--- src/rtl/key_pulse_pkg.sv ---
// Shared types and constants for the pushbutton conditioning logic.
// Pure declarations: no latency, no flow control.
package key_pulse_pkg;

    typedef enum logic [1:0] {
        IDLE       = 2'd0,
        PRESS_DB   = 2'd1,
        HOLD       = 2'd2,
        RELEASE_DB = 2'd3
    } state_t;

    localparam int unsigned BOARD_CLK_HZ = 50_000_000;

    // Bits needed to hold values 0..n-1, never less than one bit.
    function automatic int cnt_width(input int n);
        if (n <= 2) begin
            return 1;
        end
        return $clog2(n);
    endfunction

endpackage

--- src/rtl/sync_ff.sv ---
// Flop chain that brings an asynchronous level into the clock domain; resets to 1.
// Latency STAGES cycles; no flow control.
module sync_ff #(
    parameter int STAGES = 2
) (
    input  logic clk,
    input  logic rst_n,
    input  logic d,
    output logic q
);

    logic [STAGES-1:0] chain;

    always_ff @(posedge clk or negedge rst_n) begin
        if (!rst_n) begin
            chain <= '1;
        end else begin
            chain <= {chain[STAGES-2:0], d};
        end
    end

    assign q = chain[STAGES-1];

endmodule

--- src/rtl/key_pulse.sv ---
// Turns a raw active-low pushbutton into debounced single-cycle CHG pulses with auto-repeat.
// Latency SYNC_STAGES + DEBOUNCE_CYCLES edges from press to CHG; no flow control.
module key_pulse
    import key_pulse_pkg::*;
#(
    parameter int SYNC_STAGES     = 2,
    parameter int DEBOUNCE_CYCLES = 500000,
    parameter int REPEAT_DELAY    = 25000000,
    parameter int REPEAT_PERIOD   = 10000000
) (
    input  logic       CLK,
    input  logic       RST,
    input  logic       KEY_N,
    output logic       CHG,
    output logic       HELD,
    output logic [7:0] PRESS_CNT
);

    // Intervals below 2 would put two CHG pulses on adjacent cycles.
    localparam int DLY = (REPEAT_DELAY == 0) ? 0 : ((REPEAT_DELAY < 2) ? 2 : REPEAT_DELAY);
    localparam int PER = (REPEAT_PERIOD == 0) ? 0 : ((REPEAT_PERIOD < 2) ? 2 : REPEAT_PERIOD);
    localparam int RPT_MAX = (DLY > PER) ? ((DLY > 1) ? DLY : 1) : ((PER > 1) ? PER : 1);
    localparam int RPT_W = cnt_width(RPT_MAX);
    localparam int DB_W  = cnt_width(DEBOUNCE_CYCLES + 1);

    localparam logic [DB_W-1:0]  DB_LAST  = DB_W'(DEBOUNCE_CYCLES - 1);
    localparam logic [DB_W-1:0]  DB_SAT   = DB_W'(DEBOUNCE_CYCLES);
    localparam logic [RPT_W-1:0] DLY_LAST = RPT_W'((DLY == 0) ? 0 : DLY - 1);
    localparam logic [RPT_W-1:0] PER_LAST = RPT_W'((PER == 0) ? 0 : PER - 1);
    localparam logic             DLY_OFF  = (DLY == 0);
    localparam logic             PER_OFF  = (PER == 0);

    logic             key_s;
    state_t           state, state_nxt;
    logic [DB_W-1:0]  db_cnt, db_nxt, db_inc;
    logic [RPT_W-1:0] rpt_cnt, rpt_nxt;
    logic             rpt_phase, phase_nxt;
    logic             rpt_off, rpt_off_nxt;
    logic             chg_nxt, held_nxt;

    sync_ff #(
        .STAGES(SYNC_STAGES)
    ) u_sync (
        .clk  (CLK),
        .rst_n(RST),
        .d    (KEY_N),
        .q    (key_s)
    );

    assign db_inc = (db_cnt == DB_SAT) ? db_cnt : db_cnt + 1'b1;

    always_comb begin
        state_nxt   = state;
        db_nxt      = db_cnt;
        rpt_nxt     = rpt_cnt;
        phase_nxt   = rpt_phase;
        rpt_off_nxt = rpt_off;
        chg_nxt     = 1'b0;
        case (state)
            IDLE: begin
                if (!key_s) begin
                    state_nxt = PRESS_DB;
                    db_nxt    = '0;
                end
            end
            PRESS_DB: begin
                if (key_s) begin
                    state_nxt = IDLE;
                end else if (db_cnt == DB_LAST) begin
                    state_nxt   = HOLD;
                    chg_nxt     = 1'b1;
                    rpt_nxt     = '0;
                    phase_nxt   = 1'b0;
                    rpt_off_nxt = DLY_OFF;
                end else begin
                    db_nxt = db_inc;
                end
            end
            HOLD: begin
                if (key_s) begin
                    state_nxt = RELEASE_DB;
                    db_nxt    = '0;
                end else if (!rpt_off) begin
                    // rpt_phase 0 waits out the initial delay, 1 runs the repeat period.
                    if (rpt_cnt == (rpt_phase ? PER_LAST : DLY_LAST)) begin
                        chg_nxt     = 1'b1;
                        rpt_nxt     = '0;
                        phase_nxt   = 1'b1;
                        rpt_off_nxt = PER_OFF;
                    end else begin
                        rpt_nxt = rpt_cnt + 1'b1;
                    end
                end
            end
            RELEASE_DB: begin
                if (!key_s) begin
                    state_nxt   = HOLD;
                    rpt_nxt     = '0;
                    phase_nxt   = 1'b0;
                    rpt_off_nxt = DLY_OFF;
                end else if (db_cnt == DB_LAST) begin
                    state_nxt = IDLE;
                end else begin
                    db_nxt = db_inc;
                end
            end
            default: begin
                state_nxt = IDLE;
            end
        endcase
        held_nxt = (state_nxt == HOLD) || (state_nxt == RELEASE_DB);
    end

    always_ff @(posedge CLK or negedge RST) begin
        if (!RST) begin
            state     <= IDLE;
            db_cnt    <= '0;
            rpt_cnt   <= '0;
            rpt_phase <= 1'b0;
            rpt_off   <= 1'b0;
            CHG       <= 1'b0;
            HELD      <= 1'b0;
            PRESS_CNT <= 8'd0;
        end else begin
            state     <= state_nxt;
            db_cnt    <= db_nxt;
            rpt_cnt   <= rpt_nxt;
            rpt_phase <= phase_nxt;
            rpt_off   <= rpt_off_nxt;
            CHG       <= chg_nxt;
            HELD      <= held_nxt;
            if (chg_nxt) begin
                PRESS_CNT <= PRESS_CNT + 8'd1;
            end
        end
    end

endmodule

--- config.mk ---
export PLATFORM = sky130hd
export DESIGN_NAME = key_pulse
export DESIGN_NICKNAME = d
export VERILOG_FILES = /design/src/rtl/key_pulse_pkg.sv /design/src/rtl/sync_ff.sv /design/src/rtl/key_pulse.sv
export SDC_FILE = /design/constraint.sdc
export NUM_CORES = 1
export LEC_CHECK = 0
export BUFFER_PORTS_ARGS = -buffer_cell sky130_fd_sc_hd__buf_2
export CAP_MARGIN = 20
export CORE_MARGIN = 2
export CORE_UTILIZATION = 66
export CTS_BUF_LIST = sky130_fd_sc_hd__clkbuf_16
export CTS_CLUSTER_DIAMETER = 60
export DETAILED_ROUTE_END_ITERATION = 16
export GPL_ROUTABILITY_DRIVEN = 0
export PLACE_DENSITY_LB_ADDON = 0.25
export SYNTH_ARGS = -nofsm -noshare
export SYNTH_HDL_FRONTEND = slang
export SYNTH_SLANG_ARGS = --single-unit
--- constraint.sdc ---
create_clock -name CLK -period 6.1 [get_ports CLK]
set_input_delay 0.305 -clock CLK [delete_from_list [all_inputs] [get_ports CLK]]
set_output_delay 0.305 -clock CLK [all_outputs]
set_load 0.05 [all_outputs]
==> flow_results.org <==
** Logic synthesis
- List of most frequent post-synthesis cells :: sky130_fd_sc_hd__dfrtp_1, sky130_fd_sc_hd__nor2_1, sky130_fd_sc_hd__nand2_1
- Number of enable-type register cells in the synthesized netlist :: 0
- In the post-synthesis netlist, the biggest area contributors are sky130_fd_sc_hd__dfrtp_1, sky130_fd_sc_hd__nor2_1, sky130_fd_sc_hd__xnor2_1, sky130_fd_sc_hd__nand4_1, sky130_fd_sc_hd__xor2_1.
- In this run the mean area of a mapped cell was 9.480 sq um.
- Cell accounting for the most synthesized area :: sky130_fd_sc_hd__dfrtp_1
- Counting distinct cell types in the post-synthesis netlist gives 49.
- Main flop type after synthesis :: sky130_fd_sc_hd__dfrtp_1
- The cell area that synthesis handed to floorplanning was 3204 sq um.
- The most common cell in the synthesized netlist is sky130_fd_sc_hd__dfrtp_1.
- Count of synthesis-stage warnings from yosys :: 0
- Post-synth net total :: 349
- The share of the Yosys chip area taken by registers is 45.37%.
- After synthesis the netlist holds a flip-flop and latch count of 58.
- Synthesized instance count :: 338
- The share of synthesized area in the top cell type comes to 43.73%.
- Synth async-reset ratio :: 100.0%

** GRT
- Entering global routing, the biggest net connects 59 pins.
- Antenna violations before repair :: 0
- The via count of the first global-routing pass was 2,480.
- The first global-routing pass estimated 11,100 microns of wire.
- Global routing finished with a remaining overflow of 0.
- Global-route usage over all layers :: 27.12%

** Critical path
- Kind of critical path :: reg2reg
- Slowest stage delay, CP :: 0.53 ns
- Counting cells, the worst reg-to-reg path comes to 6.
- In this run the worst path has a maximum fanout of 17.
- Startpoint of the lowest-slack register-to-register path :: rpt_cnt[11]
- In this design, the largest share of critical-path delay is due to simple AND/OR/NAND/NOR gates.
- STA classifies the critical path endpoint as a register.
- STA classifies the critical path startpoint as a register.
- Critical Path, Cell by Cell :: or4b_1, o22ai_1, o2111ai_1, and2_1, nor2_4, o22a_1
- The number of buffers and inverters on the critical path is 0.
- Required time at the worst-slack endpoint :: 6.36 ns
- Critical-path top delay cell :: sky130_fd_sc_hd__or4b_1
- R2R Path End :: rpt_phase
- For the worst setup path, the data arrival time is 2.70 ns.
- Reg2reg setup slack :: 3.66 ns

** Detailed routing
- Number of iterations in the first detailed-routing pass :: 6
- After detailed routing, no signal wire sits above met4.
- Wire length on met1 :: 2825 microns
- In the detailed route, the total length drawn on met2 is 3269 microns.
- For this block, the via count after detailed routing is 2,621.
- After detailed routing, the average wire length per cell comes to 15.88 microns.
- Via-per-instance ratio :: 6.346
- Detailed Route Iter0 Violations :: 182
- In the routed design, unresolved DRC markers number 0.
- Post-Route WL :: 6559 microns
- The count of nets left with antenna violations once routing finished came out at 0.
- Met3 routed WL :: 292 microns

** Clock network
- Post-CTS timing repair inserted 0 buffers for setup.
- The longest clock path from root to sink contains 2 buffers.
- H-tree depth :: 3
- Buffers inserted during clock tree synthesis total 9.
- At the later pin of the worst-skew pair, clock insertion delay measures 0.33 ns.
- Clock-pin slew was measured on the worst setup and hold paths at 0.05 ns.
- TritonCTS built the clock tree.
- In this run, post-CTS hold repair placed 0 buffers.
- The tree is rooted in a sky130_fd_sc_hd__clkbuf_16.
- Post-CTS resize count :: 0
- The tree built by TritonCTS fans out to 58 sinks.

** Power
- Standby leakage power :: 1.580 nW
- Cell internal power was estimated by the tool at 0.0007736 W.
- Switching portion of total power :: 29.54%
- Power share of the clock group :: 43.5%
- Of the total power, registers draw 38.7%.
- Switching power :: 0.0003243 W
- Share of power burned in combinational logic :: 17.8%
- Across the VDD grid, the largest voltage drop is 0.2338 mV.
- Power spread over the standard cell area amounts to 305.0 nW/um^2.

** Timing
- Final-layout worst hold slack :: 0.07858 ns
- The final-report hold violation count was 0.
- For the pin with the worst max-slew slack, the measured transition is 0.7030 ns.
- Final setup violation count :: 0
- Measured against its own limit, the worst slew margin works out to 53.13%.
- After layout, the worst setup slack is 3.660 ns.
- Setup total negative slack on the finished layout was measured at 0 ns.
- Fin crit period :: 2.440 ns
- Worst Skew :: 0.005287 ns
- Final period util :: 40.00%
- RSZ-0062 raised after global routing :: false
- Number of pins exceeding their max-slew limit in the final report :: 0
- Derived from the worst setup path, the maximum achievable clock frequency is 409.8 MHz.

** Place
- The HPWL after detailed placement is 4307 microns.
- IO buf count :: 12
- Post-Place Setup Slack :: 3.471 ns
- Placed Cells incl. Taps :: 395

** Die
- CORE AREA :: 4692 sq um
- The die is 73.68 microns wide.
- Die Footprint :: 5429 sq um
- Core Rows :: 25
- In this run the vertical extent of the chip is 73.68 microns.
- Starting density of the core :: 68.29%
- For this design the top-level I/O count stands at 13.

** Cells and area
- Number of cells in the finished layout apart from fillers :: 413
- Signed area change from the synthesized netlist to the final layout :: 12.34%
- After the last flow step, the layout net total stands at 365.
- Layout cell share with drive strength beyond 1 :: 11.14%
- 0 antenna diodes ended up in the layout.

** Min path
- Along the worst hold path, the cell count comes to 1.
- For hold timing, the worst endpoint is u_sync.chain[0].
- In this run the most critical hold path is launched from KEY_N.
- In this run the worst hold path is classified as in2reg.

** Run
- The tool flagged a number of max-cap violations equal to 0.

** Status
- The run finished with clean final reports.
## cell families after synthesis
family	after synthesis	share of synthesized area, %
multiplexers	3	1.015
adder cells (fa/ha/maj)	8	3.124
XOR/XNOR	36	9.840
buffers and inverters	17	2.421
flip-flops	58	45.37
AO/OA/AOI/OAI	44	9.294
AND/OR/NAND/NOR	172	28.93
## power groups by stage
stage / registers [W] / clock network (W) / logic [W]
floorplan: 0.000422 / 0 / 0.000151
global placement: 0.000430 / 0 / 0.000183
detailed placement: 0.000431 / 0 / 0.000187
CTS: 0.000424 / 0.000482 / 0.000188
global route: 0.000427 / 0.000502 / 0.000222
finish: 0.000425 / 0.000478 / 0.000195
## cell usage in the layout (no fill, tap or decap), types with 2 or more instances in the layout
cell                        synthesis  routed
sky130_fd_sc_hd__dfrtp_1           56      56
sky130_fd_sc_hd__nor2_1            52      52
sky130_fd_sc_hd__nand2_1           23      23
sky130_fd_sc_hd__xnor2_1           22      22
sky130_fd_sc_hd__nand4_1           20      20
sky130_fd_sc_hd__nand3_1           17      17
sky130_fd_sc_hd__xor2_1            14      14
sky130_fd_sc_hd__buf_2              2      12
sky130_fd_sc_hd__o21ai_0           10      10
sky130_fd_sc_hd__nor4_1             9       9
sky130_fd_sc_hd__clkbuf_16          0       9
sky130_fd_sc_hd__and3_1             8       8
sky130_fd_sc_hd__a21oi_1            8       8
sky130_fd_sc_hd__ha_1               8       8
sky130_fd_sc_hd__inv_1              6       7
sky130_fd_sc_hd__and4_1             7       7
sky130_fd_sc_hd__and2_1             6       6
sky130_fd_sc_hd__nor3_1             6       6
sky130_fd_sc_hd__nor4b_1            5       5
sky130_fd_sc_hd__a21o_1             5       5
sky130_fd_sc_hd__a22o_1             5       5
sky130_fd_sc_hd__buf_4              1       4
sky130_fd_sc_hd__or4b_1             3       3
sky130_fd_sc_hd__nor3b_1            3       3
sky130_fd_sc_hd__clkinv_2           0       3
sky130_fd_sc_hd__nand2b_1           2       2
sky130_fd_sc_hd__o22ai_1            2       2
sky130_fd_sc_hd__nor2b_1            2       2
sky130_fd_sc_hd__or2_2              2       2
sky130_fd_sc_hd__a31oi_1            3       2
sky130_fd_sc_hd__or3_1              2       2
sky130_fd_sc_hd__mux2_2             2       2
sky130_fd_sc_hd__o31ai_1            2       2
sky130_fd_sc_hd__dfstp_2            2       2
## how the worst max path moves through the flow
stage / start / to / slack (ns) / cells past startpoint
after floorplan: HELD / db_cnt[6] / 3.71 / 9
after global placement: state[0] / db_cnt[14] / 3.60 / 8
after detailed placement: state[0] / db_cnt[11] / 3.47 / 8
after CTS: state[0] / db_cnt[11] / 3.46 / 8
after global routing: db_cnt[0] / rpt_cnt[23] / 3.45 / 8
final: rpt_cnt[11] / rpt_phase / 3.66 / 6
## routing by layer
| layer | vias to the layer above | track usage [%] |
|---|---|---|
| met4 | 0 | 15.96 |
| met3 | 17 | 6.722 |
| li1 | 1259 | - |
| met1 | 1267 | 33.57 |
| met5 | - | 0 |
| met2 | 78 | 42.86 |
## final cells by class
type | instances | area, sq um
fill | 316 | 1092
inverter | 6 | 22.52
tap | 54 | 67.56
multi-input combinational | 263 | 1679
clock buffer | 9 | 225.2
clock inverter | 7 | 61.31
timing repair buffer | 16 | 90.09
sequential | 58 | 1454
## flip-flops by register name (all words and copies together) (netlist names)
signal	count
HELD	1
rpt_phase	1
rpt_cnt	25
state	1
u_sync.chain	2
db_cnt	19
PRESS_CNT	8
CHG	1
## stage by stage
step	instance area [sq um]	power [W]	utilization (%)
finish	3600	0.001098	76.72
global placement	3298	0.0006132	70.29
CTS	3585	0.001095	76.40
global route	3600	0.001151	76.72
detailed placement	3298	0.0006185	70.29
floorplan	3204	0.0005733	-
Note: power is estimated with default switching activity, not from simulation.
